**config.mk**
```make
export PLATFORM = sky130hd
export DESIGN_NAME = inv_butterfly
export DESIGN_NICKNAME = d
export VERILOG_FILES = /design/src/rtl/inv_butterfly.sv
export SDC_FILE = /design/constraint.sdc
export NUM_CORES = 1
export LEC_CHECK = 0
export CAP_MARGIN = 20
export CORE_ASPECT_RATIO = 0.75
export CORE_MARGIN = 1.5
export CORE_UTILIZATION = 59
export CTS_BUF_LIST = sky130_fd_sc_hd__clkbuf_16
export DETAILED_ROUTE_END_ITERATION = 10
export PLACE_DENSITY = 0.82
export SLEW_MARGIN = 10
export SYNTH_ARGS = -nofsm -noshare
export SYNTH_HDL_FRONTEND = slang
export SYNTH_SLANG_ARGS = --single-unit
```
**constraint.sdc**
```tcl
create_clock -name i_clk -period 5.2 [get_ports i_clk]
set_input_delay 0.52 -clock i_clk [delete_from_list [all_inputs] [get_ports i_clk]]
set_output_delay 0.52 -clock i_clk [all_outputs]
set_load 0.03 [all_outputs]
```
**src/rtl/inv_butterfly.sv**
```systemverilog
// Radix-2 DIF inverse butterfly: xa = (ya+yb)/2, xb = ((ya-yb)/2)*w, behind valid/ready.
// Define INV_BUTTERFLY_SAT_EN to saturate o_xb and report clamping on o_sat; otherwise o_xb wraps.
module inv_butterfly #(
   parameter int WIDTH = 8,
   parameter int FRAC  = WIDTH - 2
) (
   input  logic                    i_clk,
   input  logic                    i_rst_n,
   input  logic                    i_valid,
   output logic                    o_ready,
   input  logic signed [WIDTH-1:0] i_w,
   input  logic signed [WIDTH-1:0] i_ya,
   input  logic signed [WIDTH-1:0] i_yb,
   output logic                    o_valid,
   input  logic                    i_ready,
   output logic signed [WIDTH-1:0] o_xa,
   output logic signed [WIDTH-1:0] o_xb,
   output logic                    o_sat
);

   typedef enum logic [1:0] {S_IDLE, S_SUM, S_MUL, S_DONE} state_t;

   state_t state, state_next;

   logic signed [WIDTH-1:0]   ya_r, yb_r, w_r, s_r, d_r;
   logic signed [WIDTH:0]     sum, diff;
   logic signed [2*WIDTH-1:0] prod, q;
   logic signed [WIDTH-1:0]   xb_fit;

   // One guard bit keeps sum/difference exact; halving then always fits WIDTH bits.
   assign sum  = {ya_r[WIDTH-1], ya_r} + {yb_r[WIDTH-1], yb_r};
   assign diff = {ya_r[WIDTH-1], ya_r} - {yb_r[WIDTH-1], yb_r};
   assign prod = {{WIDTH{d_r[WIDTH-1]}}, d_r} * {{WIDTH{w_r[WIDTH-1]}}, w_r};
   assign q    = prod >>> FRAC;

`ifdef INV_BUTTERFLY_SAT_EN
   logic [WIDTH:0] q_hi;
   logic           q_fits;
   logic           sat_next;
   logic           sat_r;

   // q fits when every bit from the target sign bit upward is a copy of the sign.
   assign q_hi   = q[2*WIDTH-1:WIDTH-1];
   assign q_fits = (q_hi == '0) || (q_hi == '1);

   always_comb begin
      sat_next = !q_fits;
      xb_fit   = WIDTH'(q);
      if (!q_fits) begin
         if (q[2*WIDTH-1]) xb_fit = {1'b1, {(WIDTH-1){1'b0}}};
         else              xb_fit = {1'b0, {(WIDTH-1){1'b1}}};
      end
   end

   always_ff @(posedge i_clk or negedge i_rst_n) begin
      if (!i_rst_n)              sat_r <= 1'b0;
      else if (state == S_MUL)   sat_r <= sat_next;
   end

   assign o_sat = sat_r;
`else
   assign xb_fit = WIDTH'(q);
   assign o_sat  = 1'b0;
`endif

   always_ff @(posedge i_clk or negedge i_rst_n) begin
      if (!i_rst_n) state <= S_IDLE;
      else          state <= state_next;
   end

   always_comb begin
      state_next = S_IDLE;
      case (state)
         S_IDLE:  state_next = i_valid ? S_SUM : S_IDLE;
         S_SUM:   state_next = S_MUL;
         S_MUL:   state_next = S_DONE;
         S_DONE:  state_next = i_ready ? S_IDLE : S_DONE;
         default: state_next = S_IDLE;
      endcase
   end

   assign o_ready = (state == S_IDLE);
   assign o_valid = (state == S_DONE);

   always_ff @(posedge i_clk or negedge i_rst_n) begin
      if (!i_rst_n) begin
         ya_r <= '0;
         yb_r <= '0;
         w_r  <= '0;
         s_r  <= '0;
         d_r  <= '0;
         o_xa <= '0;
         o_xb <= '0;
      end else begin
         case (state)
            S_IDLE: begin
               if (i_valid) begin
                  ya_r <= i_ya;
                  yb_r <= i_yb;
                  w_r  <= i_w;
               end
            end
            S_SUM: begin
               s_r <= WIDTH'(sum >>> 1);
               d_r <= WIDTH'(diff >>> 1);
            end
            S_MUL: begin
               o_xa <= s_r;
               o_xb <= xb_fit;
            end
            default: ;
         endcase
      end
   end

endmodule

```
# After elaboration in Yosys (flattened, before gate mapping)
# Index checks and enable logic that the tools add are counted.
# word_totals
wordCells	19
output_inout_bits	19
reg_bits	58
in_bits	28
# classes
addsub	2
n_eq_ne	3
n_mul	1
reduce_logical	2
muxes	3
# ops
operator	n
8-bit by 8-bit multiplier with 14-bit output	1
8-bit by 8-bit adder with 9-bit output	1
8-bit by 8-bit subtractor with 9-bit output	1
2-bit one-hot mux with 4 select lines	1
2-bit equality test, second input constant	2
2-bit by 1-bit equality test with 1-bit output, second input constant	1
2-bit logical NOT	1
2-bit 2-to-1 mux	1
2-bit AND reduction	1
1-bit 2-to-1 mux	1

# Depth between registers and ports, before layout
# Gate-level depths: netlist of the first run.
# depth
depth_word	2
ltp_mapped	17

# Least setup slack after synthesis of the first run
# Ideal clock, no wire load.
# synth_timing
path_type	register -> register
startpoint	reg w_r[6]
endpoint	reg o_xb[7]
arrival_ps	4296
synth_period_minus_slack_ps	4417
required_time_ps	5079
path_slack_ps	783
stages_incl_launch_ff	17
n_path_buf	1
path_cell_list	dfrtp_1 clkbuf_1 nand2_1 fa_1 fa_1 inv_1 fa_1 inv_1 fa_1 inv_1 ha_1 o211a_1 a211oi_1 nor3_2 a2111oi_4 xnor2_1 o21ai_1
# synth_via
elab_chain_cells	1
# synth_lines
element	line	source
start, declared	25	logic signed [WIDTH-1:0] ya_r, yb_r, w_r, s_r, d_r;
start signal, assigned	100	w_r <= i_w;
8-bit by 8-bit multiplier with 14-bit output	33	assign prod = {{WIDTH{d_r[WIDTH-1]}}, d_r} * {{WIDTH{w_r[WIDTH-1]}}, w_r};
end signal, assigned	109	o_xb <= xb_fit;
end, declared	17	output logic signed [WIDTH-1:0] o_xb,
# No other way between the ends.
# A chain may end at the register's enable or synchronous reset.

# Worst setup path in the final report of the first run
# layout_timing
startpoint	reg w_r[4]
endpoint	reg o_xb[7]
# The elaborated chain is that of the path after synthesis.

==> impl_table.tex, run 1 <==
\begin{tabular}{lr}
\hline
Metric & Value \\
\hline
\multicolumn{2}{l}{\textbf{Finish}} \\
\quad Area occupied by multi-input gates & 3012 sq um \\
\quad N\_diodes & 0 \\
\quad Proportion of layout cells with a drive suffix above 1 & 7.821\% \\
\quad Fill cells & 616 \\
\quad Number of standard cells in the layout, taps in and fillers out & 642 \\
\quad Area growth from synthesis to final layout & 16.47\% \\
\quad Area taken by flip-flops and latches & 1451 sq um \\
\quad Total number of nets in the final design & 646 \\
\multicolumn{2}{l}{\textbf{Timing}} \\
\quad Final sum of negative setup slack & 0 ns \\
\quad Relative max-transition margin & 39.90\% \\
\quad Maximum achievable frequency & 211.3 MHz \\
\quad Final hold viol count & 0 \\
\quad Clock skew & 0.009259 ns \\
\quad Setup repair after global routing missed its margin & no \\
\quad Final setup violation count & 0 \\
\quad Number of pins with negative max-slew slack in the final report & 0 \\
\quad Clock period minus final worst setup slack & 4.732 ns \\
\quad Actual slew at the worst max-slew pin & 0.9015 ns \\
\quad Post-route fraction of the period consumed by the critical path & 91.00\% \\
\multicolumn{2}{l}{\textbf{Route}} \\
\quad DRC violation count after routing & 0 \\
\quad Routed vias & 3481 \\
\quad Per-cell via count in the routed design & 5.422 \\
\quad Pre-Repair DR Iteration Count & 5 \\
\quad Routed WL per cell & 15.59 microns \\
\quad Drt initial violations & 202 \\
\quad Final routed wirelength across all metal layers & 10010 microns \\
\quad Number of nets still failing antenna checks after routing & 0 \\
\multicolumn{2}{l}{\textbf{Synthesis}} \\
\quad Number of nets produced by synthesis & 603 \\
\quad Post-synth top area cell & sky130\_fd\_sc\_hd\_\_dfrtp\_1 \\
\quad Synth warnings & 0 \\
\quad Number of synthesized flops with an enable pin & 0 \\
\quad Number of different library cells in the post-synthesis netlist & 47 \\
\quad Share of flip-flops with an asynchronous set or reset & 100.0\% \\
\quad Synthesized netlist cell count & 489 \\
\quad Leading post-synthesis cells by cell area & sky130\_fd\_sc\_hd\_\_dfrtp\_1 30\%, sky130\_fd\_sc\_hd\_\_fa\_1 20\%, sky130\_fd\_sc\_hd\_\_ha\_1 9.8\% \\
\quad Top-count cell post-synth & sky130\_fd\_sc\_hd\_\_inv\_1 \\
\quad Post-Syn Area per Cell & 9.941 sq um \\
\quad Fraction of the yosys area taken by sequential cells & 29.86\% \\
\quad Synthesized flop and latch total & 58 \\
\quad Predominant post-synthesis flop cell & sky130\_fd\_sc\_hd\_\_dfrtp\_1 \\
\quad Most common library cells after synthesis & 85 x sky130\_fd\_sc\_hd\_\_inv\_1, 58 x sky130\_fd\_sc\_hd\_\_dfrtp\_1, 48 x sky130\_fd\_sc\_hd\_\_fa\_1, 48 x sky130\_fd\_sc\_hd\_\_nand2\_1 \\
\quad Synth top area share & 29.86\% \\
\quad Post-Syn Area & 4861 sq um \\
\multicolumn{2}{l}{\textbf{Critical path}} \\
\quad Levels on crit path & 16 \\
\quad Highest cell delay on the worst timing path & 0.53 ns \\
\quad Crit-path leading delay family & adder cells \\
\quad Arrival time at the worst endpoint & 4.93 ns \\
\quad Standard cell with the maximum stage delay on the critical path & sky130\_fd\_sc\_hd\_\_fa\_1 \\
\quad Category of the worst setup path launch point & register \\
\quad Buffers \& Inverters on Critical Path & 4 \\
\quad Reg2Reg Launch Point & w\_r[4]\$\_DFFE\_PN0P\_ \\
\quad Critical path required time & 5.40 ns \\
\quad R2R Path End & o\_xb[7]\$\_DFFE\_PN0P\_ \\
\quad List of cells traversed by the critical path & and2\_1 -> fa\_1 -> inv\_1 -> fa\_1 -> inv\_1 -> fa\_1 -> inv\_1 -> fa\_1 -> inv\_1 -> ha\_1 -> o211a\_1 -> a211oi\_1 -> nor3\_2 -> a2111oi\_4 -> xnor2\_1 -> o21ai\_1 \\
\quad Reg-to-reg slack, setup & 0.47 ns \\
\quad Worst R2R Path Depth & 16 \\
\quad Critical path start-end classification & reg -> reg \\
\quad Maximum fanout count along the critical path & 9 \\
\quad Critical Path End Type & register \\
\multicolumn{2}{l}{\textbf{Global route}} \\
\quad First-pass GRT wire length & 16910 microns \\
\quad Number of global-route vias before repair & 3501 \\
\quad Pin count of the biggest net entering global routing & 59 \\
\quad Initial antenna violation count & 0 \\
\quad Total global-route track usage & 25.51\% \\
\quad Residual overflow from global routing & 0 \\
\multicolumn{2}{l}{\textbf{Clock tree}} \\
\quad Hold buffers post-CTS & 0 \\
\quad Clock tree from TritonCTS & built \\
\quad Cell at the root of the clock tree & sky130\_fd\_sc\_hd\_\_clkbuf\_16 \\
\quad CTS Buf Count & 9 \\
\quad H-tree lvl count & 3 \\
\quad Buffer levels on the longest clock path & 2 \\
\quad Number of gates given a new drive strength after cts & 0 \\
\quad Clock input transition at the sequential cells of the worst setup and hold paths & 0.06 ns \\
\quad Number of post-CTS setup repair buffers & 0 \\
\quad Clock sinks & 58 \\
\quad Clock latency reported for the late side of the worst-skew pair & 0.33 ns \\
\multicolumn{2}{l}{\textbf{Place}} \\
\quad Final weighted congestion in routability-driven placement & 0.8463 \\
\quad HPWL reported at the end of detailed placement & 7845 microns \\
\quad Port Buffer Count & 45 \\
\quad Cell Count Post-Placement & 626 \\
\multicolumn{2}{l}{\textbf{Die}} \\
\quad Area of the die & 8798 sq um \\
\quad Initial Utilization & 61.12\% \\
\quad Cell Rows & 28 \\
\quad Die outline height & 81.61 microns \\
\quad Die Span X & 107.8 microns \\
\quad Core region area & 7953 sq um \\
\quad Total I/O pin count & 47 \\
\multicolumn{2}{l}{\textbf{Status}} \\
\quad Result of the run & completed \\
\multicolumn{2}{l}{\textbf{Job}} \\
\quad Max-cap violations & 0 \\
\multicolumn{2}{l}{\textbf{Min path}} \\
\quad Kind of path behind the tightest hold check & in -> async \\
\hline
\end{tabular}
## stage by stage
stage	util (%)	hold slack, ns	worst slack [ns]	cell area, sq um
6_report	71.19	0.3289	0.4681	5662
5_1_grt	71.19	0.4034	0.1723	5662
4_1_cts	71.19	0.3714	0.4592	5662
3_5_place_dp	67.57	0.4686	0.5051	5374
3_3_place_gp	67.57	0.4638	0.6559	5374
2_1_floorplan	-	0.2244	0.7830	4861
## layer usage
layer	GRT usage, %	wire, microns
met5	0	0
met4	6.316	171
met3	6.111	538
met2	42.23	4615
met1	34.35	4683
## cell usage in the layout (no fill, tap or decap), drive strengths merged, types with 3 or more instances in the layout
cell type,n
xor2,5
ha,38
nand2,49
clkdlybuf4s50,44
fa,48
clkbuf,9
or3,3
o21bai,4
a31oi,4
buf,3
dfrtp,58
o31ai,4
inv,87
a21oi,10
xnor2,18
o21ai,32
a211oi,3
nor2,10
mux2,24
and2,38
nor3,3
nand2b,4
and3,4
nor2b,6
nand3,5
## worst max path at each step
stage	from	to	slack [ns]
after CTS	d_r[0]$_DFFE_PN0N_	o_xb[7]$_DFFE_PN0P_	0.46
after floorplan	w_r[6]$_DFFE_PN0P_	o_xb[7]$_DFFE_PN0P_	0.78
after global routing	w_r[7]$_DFFE_PN0P_	o_xb[7]$_DFFE_PN0P_	0.17
after global placement	w_r[7]$_DFFE_PN0P_	o_xb[7]$_DFFE_PN0P_	0.66
after detailed placement	d_r[0]$_DFFE_PN0N_	o_xb[7]$_DFFE_PN0P_	0.51
final	w_r[4]$_DFFE_PN0P_	o_xb[7]$_DFFE_PN0P_	0.47
## registers in the layout, indices dropped and copies added (netlist names)
signal  cells
state       2
ya_r        8
s_r         8
d_r         8
o_xb        8
yb_r        8
w_r         8
o_xa        8
## kinds of logic after synthesis
kind of cell / count (synthesis) / synth area share (%)
adders and majority gates: 86 / 29.55
AOI/OAI and AO/OA: 69 / 9.086
DFF: 58 / 29.86
muxes: 24 / 5.560
xor gates and xnor gates: 23 / 4.144
buffers and inverters: 100 / 8.185
and+or+nand+nor: 128 / 13.54
other: 1 / 0.07715
## final cells by class
type / count / share of cell area, %
sequential: 58 / 25.64
tap: 105 / 2.320
multi-input combinational: 331 / 53.19
clock buffer: 9 / 3.978
timing repair buffer: 47 / 8.133
inverter: 85 / 5.635
clock inverter: 7 / 1.105
Power of run 1 is left out: the tool's default activity adds up to more than one toggle a clock period on the data nets, which glitch-free logic cannot reach.
==> inputs of run 2 (changes only) <==
--- a/config.mk
+++ b/config.mk
@@ -5,13 +5,14 @@
 export SDC_FILE = /design/constraint.sdc
 export NUM_CORES = 1
 export LEC_CHECK = 0
+export ABC_AREA = 1
 export CAP_MARGIN = 20
 export CORE_ASPECT_RATIO = 0.75
 export CORE_MARGIN = 1.5
 export CORE_UTILIZATION = 59
 export CTS_BUF_LIST = sky130_fd_sc_hd__clkbuf_16
 export DETAILED_ROUTE_END_ITERATION = 10
-export PLACE_DENSITY = 0.82
+export PLACE_DENSITY = 0.81
 export SLEW_MARGIN = 10
 export SYNTH_ARGS = -nofsm -noshare
 export SYNTH_HDL_FRONTEND = slang
==> impl_table.tex, run 2 <==
\begin{tabular}{lr}
\hline
Metric & Value \\
\hline
\multicolumn{2}{l}{\textbf{Synthesis}} \\
\quad Number of synthesized flops with an enable pin & 0 (unchanged) \\
\quad Predominant post-synthesis flop cell & sky130\_fd\_sc\_hd\_\_dfrtp\_1 \\
\quad Most common library cells after synthesis & 187 x sky130\_fd\_sc\_hd\_\_nand2\_1, 157 x sky130\_fd\_sc\_hd\_\_inv\_1, 58 x sky130\_fd\_sc\_hd\_\_dfrtp\_1, 48 x sky130\_fd\_sc\_hd\_\_fa\_1, 40 x sky130\_fd\_sc\_hd\_\_nor2\_1 \\
\quad Leading post-synthesis cells by cell area & sky130\_fd\_sc\_hd\_\_dfrtp\_1 28\%, sky130\_fd\_sc\_hd\_\_fa\_1 18\%, sky130\_fd\_sc\_hd\_\_nand2\_1 13\% \\
\quad Synth warnings & 0 (unchanged) \\
\quad Fraction of the yosys area taken by sequential cells & 27.73\% (-2.1 points) \\
\quad Synthesized netlist cell count & 679 (+39\%) \\
\quad Number of nets produced by synthesis & 793 (+32\%) \\
\quad Post-synth top area cell & sky130\_fd\_sc\_hd\_\_dfrtp\_1 \\
\quad Post-Syn Area per Cell & 7.708 sq um (-22\%) \\
\quad Post-Syn Area & 5234 sq um (+7.7\%) \\
\quad Share of flip-flops with an asynchronous set or reset & 100.0\% (unchanged) \\
\quad Synth top area share & 27.73\% (-2.1 points) \\
\quad Number of different library cells in the post-synthesis netlist & 34 (-28\%) \\
\quad Synthesized flop and latch total & 58 (unchanged) \\
\quad Top-count cell post-synth & sky130\_fd\_sc\_hd\_\_nand2\_1 \\
\multicolumn{2}{l}{\textbf{Clock tree}} \\
\quad Clock sinks & 58 (unchanged) \\
\quad H-tree lvl count & 3 (unchanged) \\
\quad CTS Buf Count & 9 (unchanged) \\
\quad Number of gates given a new drive strength after cts & 0 (unchanged) \\
\quad Clock input transition at the sequential cells of the worst setup and hold paths & 0.06 ns (about the same) \\
\quad Buffer levels on the longest clock path & 2 (unchanged) \\
\quad Clock tree from TritonCTS & built \\
\quad Clock latency reported for the late side of the worst-skew pair & 0.34 ns (about the same) \\
\quad Cell at the root of the clock tree & sky130\_fd\_sc\_hd\_\_clkbuf\_16 \\
\quad Number of post-CTS setup repair buffers & 0 (unchanged) \\
\quad Hold buffers post-CTS & 0 (unchanged) \\
\multicolumn{2}{l}{\textbf{Critical path}} \\
\quad Critical path required time & 5.43 ns (+0.03 ns) \\
\quad Critical path start-end classification & reg -> reg \\
\quad Standard cell with the maximum stage delay on the critical path & sky130\_fd\_sc\_hd\_\_fa\_1 \\
\quad Category of the worst setup path launch point & register \\
\quad Crit-path leading delay family & adder cells \\
\quad Critical Path End Type & register \\
\quad Arrival time at the worst endpoint & 4.62 ns (-0.31 ns) \\
\quad Maximum fanout count along the critical path & 9 (unchanged) \\
\quad Highest cell delay on the worst timing path & 0.58 ns (+0.05 ns) \\
\quad Most prevalent standard cell on the critical path & sky130\_fd\_sc\_hd\_\_fa\_1 \\
\quad Buffers \& Inverters on Critical Path & 3 (-1) \\
\quad List of cells traversed by the critical path & nand2\_1 -> fa\_1 -> fa\_1 -> inv\_1 -> fa\_1 -> inv\_1 -> fa\_1 -> inv\_1 -> ha\_1 -> nand2\_1 -> nor2\_1 -> nand4\_1 -> nand3\_1 -> nand3\_1 -> nand3\_1 -> nand2\_1 \\
\multicolumn{2}{l}{\textbf{Route}} \\
\quad Pre-Repair DR Iteration Count & 5 (unchanged) \\
\quad Per-cell via count in the routed design & 5.298 (-2.3\%) \\
\quad Routed vias & 4376 (+26\%) \\
\quad Number of nets still failing antenna checks after routing & 0 (unchanged) \\
\quad Drt initial violations & 372 (+84\%) \\
\quad Final routed wirelength across all metal layers & 12460 microns (+25\%) \\
\quad DRC violation count after routing & 0 (unchanged) \\
\quad Routed WL per cell & 15.08 microns (-3.2\%) \\
\multicolumn{2}{l}{\textbf{Global route}} \\
\quad Number of global-route vias before repair & 4464 (+28\%) \\
\quad Residual overflow from global routing & 0 (unchanged) \\
\quad First-pass GRT wire length & 21340 microns (+26\%) \\
\quad Initial antenna violation count & 0 (unchanged) \\
\quad Total global-route track usage & 28.95\% (+3.4 points) \\
\quad Pin count of the biggest net entering global routing & 59 (unchanged) \\
\multicolumn{2}{l}{\textbf{Die}} \\
\quad Area of the die & 9451 sq um (+7.4\%) \\
\quad Total I/O pin count & 47 (unchanged) \\
\quad Die outline height & 84.57 microns (+3.6\%) \\
\quad Die Span X & 111.8 microns (+3.7\%) \\
\quad Core region area & 8527 sq um (+7.2\%) \\
\quad Cell Rows & 29 (+3.6\%) \\
\quad Initial Utilization & 61.38\% (+0.26 points) \\
\multicolumn{2}{l}{\textbf{Finish}} \\
\quad N\_diodes & 0 (unchanged) \\
\quad Leading cell type in the layout, fill and taps excluded & sky130\_fd\_sc\_hd\_\_nand2\_1 \\
\quad Final core area utilization & 70.27\% (-0.92 points) \\
\quad Proportion of layout cells with a drive suffix above 1 & 5.710\% (-2.1 points) \\
\quad Most frequent cells in the layout & 187 x sky130\_fd\_sc\_hd\_\_nand2\_1, 157 x sky130\_fd\_sc\_hd\_\_inv\_1, 58 x sky130\_fd\_sc\_hd\_\_dfrtp\_1 \\
\quad Area growth from synthesis to final layout & 14.49\% \\
\quad Total number of nets in the final design & 827 (+28\%) \\
\multicolumn{2}{l}{\textbf{Place}} \\
\quad Final weighted congestion in routability-driven placement & 0.9522 (+13\%) \\
\quad Port Buffer Count & 45 (unchanged) \\
\quad HPWL reported at the end of detailed placement & 9425 microns (+20\%) \\
\multicolumn{2}{l}{\textbf{Timing}} \\
\quad Final sum of negative setup slack & 0 ns (unchanged) \\
\quad Clock period minus final worst setup slack & 4.392 ns (-0.3404 ns) \\
\quad Number of pins with negative max-slew slack in the final report & 0 (unchanged) \\
\quad Post-route fraction of the period consumed by the critical path & 84.45\% (-6.5 points) \\
\quad Setup repair after global routing missed its margin & no \\
\quad Final hold viol count & 0 (unchanged) \\
\quad Maximum achievable frequency & 227.7 MHz (+7.8\%) \\
\quad Relative max-transition margin & 49.81\% (+9.9 points) \\
\quad Actual slew at the worst max-slew pin & 0.7528 ns (-0.1487 ns) \\
\quad Clock skew & 0.007144 ns (-0.002114 ns) \\
\quad Final setup violation count & 0 (unchanged) \\
\multicolumn{2}{l}{\textbf{Job}} \\
\quad Max-cap violations & 0 (unchanged) \\
\multicolumn{2}{l}{\textbf{Status}} \\
\quad Result of the run & completed \\
\multicolumn{2}{l}{\textbf{Min path}} \\
\quad Kind of path behind the tightest hold check & in -> async \\
\hline
\end{tabular}
## run 2: cell types whose count changed after synthesis, sizes merged, moves of 9 or more
cell   change
nand2    +142
inv       +79
and2      -38
nor2      +31
nand3     +24
xnor2     -16
a21oi     +14
mux2      -12
buf        +9
## run 2: path summary, 6_finish.rpt
| check | from | endpoint | slack [ns] | cells after the start |
|---|---|---|---|---|
| max | w_r[2]$_DFFE_PN0P_ | o_xb[7]$_DFFE_PN0P_ | 0.81 | 16 |
| min | i_rst_n | yb_r[6]$_DFFE_PN0P_ | 0.34 | 2 |
| max reg2reg | w_r[2]$_DFFE_PN0P_ | o_xb[7]$_DFFE_PN0P_ | 0.81 | 16 |
| min reg2reg | o_xa[1]$_DFFE_PN0P_ | o_xa[1]$_DFFE_PN0P_ | 0.49 | 2 |
| max in group asynchronous | i_rst_n | yb_r[1]$_DFFE_PN0P_ | 4.37 | 2 |
| min in group i_clk | o_xa[1]$_DFFE_PN0P_ | o_xa[1]$_DFFE_PN0P_ | 0.49 | 2 |
## run 2: final cells by class
| cell class | count | area, sq um |
|---|---|---|
| clock buffers | 9 | 225.2 |
| inverters | 164 | 615.6 |
| clock inverters | 7 | 70.07 |
| repair buffers | 46 | 452.9 |
| well taps | 108 | 135.1 |
| fillers | 689 | 2535 |
| multi-input cells | 434 | 3042 |
| flip-flops and latches | 58 | 1451 |
## run 2: cell families (layout without fill, tap and decap cells)
logic type / Yosys count / in the layout / share of synthesized area (%)
adders and majority gates: 86 / 86 / 27.44
AOI/OAI and AO/OA: 64 / 64 / 6.909
xor gates and xnor gates: 2 / 2 / 0.3347
and+or+nand+nor: 269 / 269 / 20.77
muxes: 12 / 12 / 2.582
buffers and inverters: 187 / 226 / 14.15
other: 1 / 1 / 0.07165
DFF: 58 / 58 / 27.73
## run 2: stage by stage
step           area, sq um  hold slack (ns)  setup WS, ns  cells
4_1_cts               5992           0.3721        0.8320    826
3_3_place_gp          5697           0.4623        0.9026    810
2_1_floorplan         5234           0.2244         1.277    679
6_report              5992           0.3437        0.8085    826
3_5_place_dp          5697           0.4660        0.8656    810
5_1_grt               5992           0.4163        0.5537    826
## run 2: routing by layer
metal	vias up	part of all wire, %	track usage, %
li1	2087	-	-
met1	2081	47	42.59
met2	187	43	43.46
met3	21	8.6	7.870
met4	0	1.2	5.869
met5	-	0	0
## run 2: worst register-to-register path, cell delays in order (launching register included)
cell                      delay [ns]
sky130_fd_sc_hd__dfrtp_1        0.56
sky130_fd_sc_hd__nand2_1        0.20
sky130_fd_sc_hd__fa_1           0.57
sky130_fd_sc_hd__fa_1           0.57
sky130_fd_sc_hd__inv_1          0.06
sky130_fd_sc_hd__fa_1           0.53
sky130_fd_sc_hd__inv_1          0.06
sky130_fd_sc_hd__fa_1           0.58
sky130_fd_sc_hd__inv_1          0.06
sky130_fd_sc_hd__ha_1           0.34
sky130_fd_sc_hd__nand2_1        0.09
sky130_fd_sc_hd__nor2_1         0.18
sky130_fd_sc_hd__nand4_1        0.13
sky130_fd_sc_hd__nand3_1        0.12
sky130_fd_sc_hd__nand3_1        0.09
sky130_fd_sc_hd__nand3_1        0.08
sky130_fd_sc_hd__nand2_1        0.05
Power of run 2 is left out for the same reason.
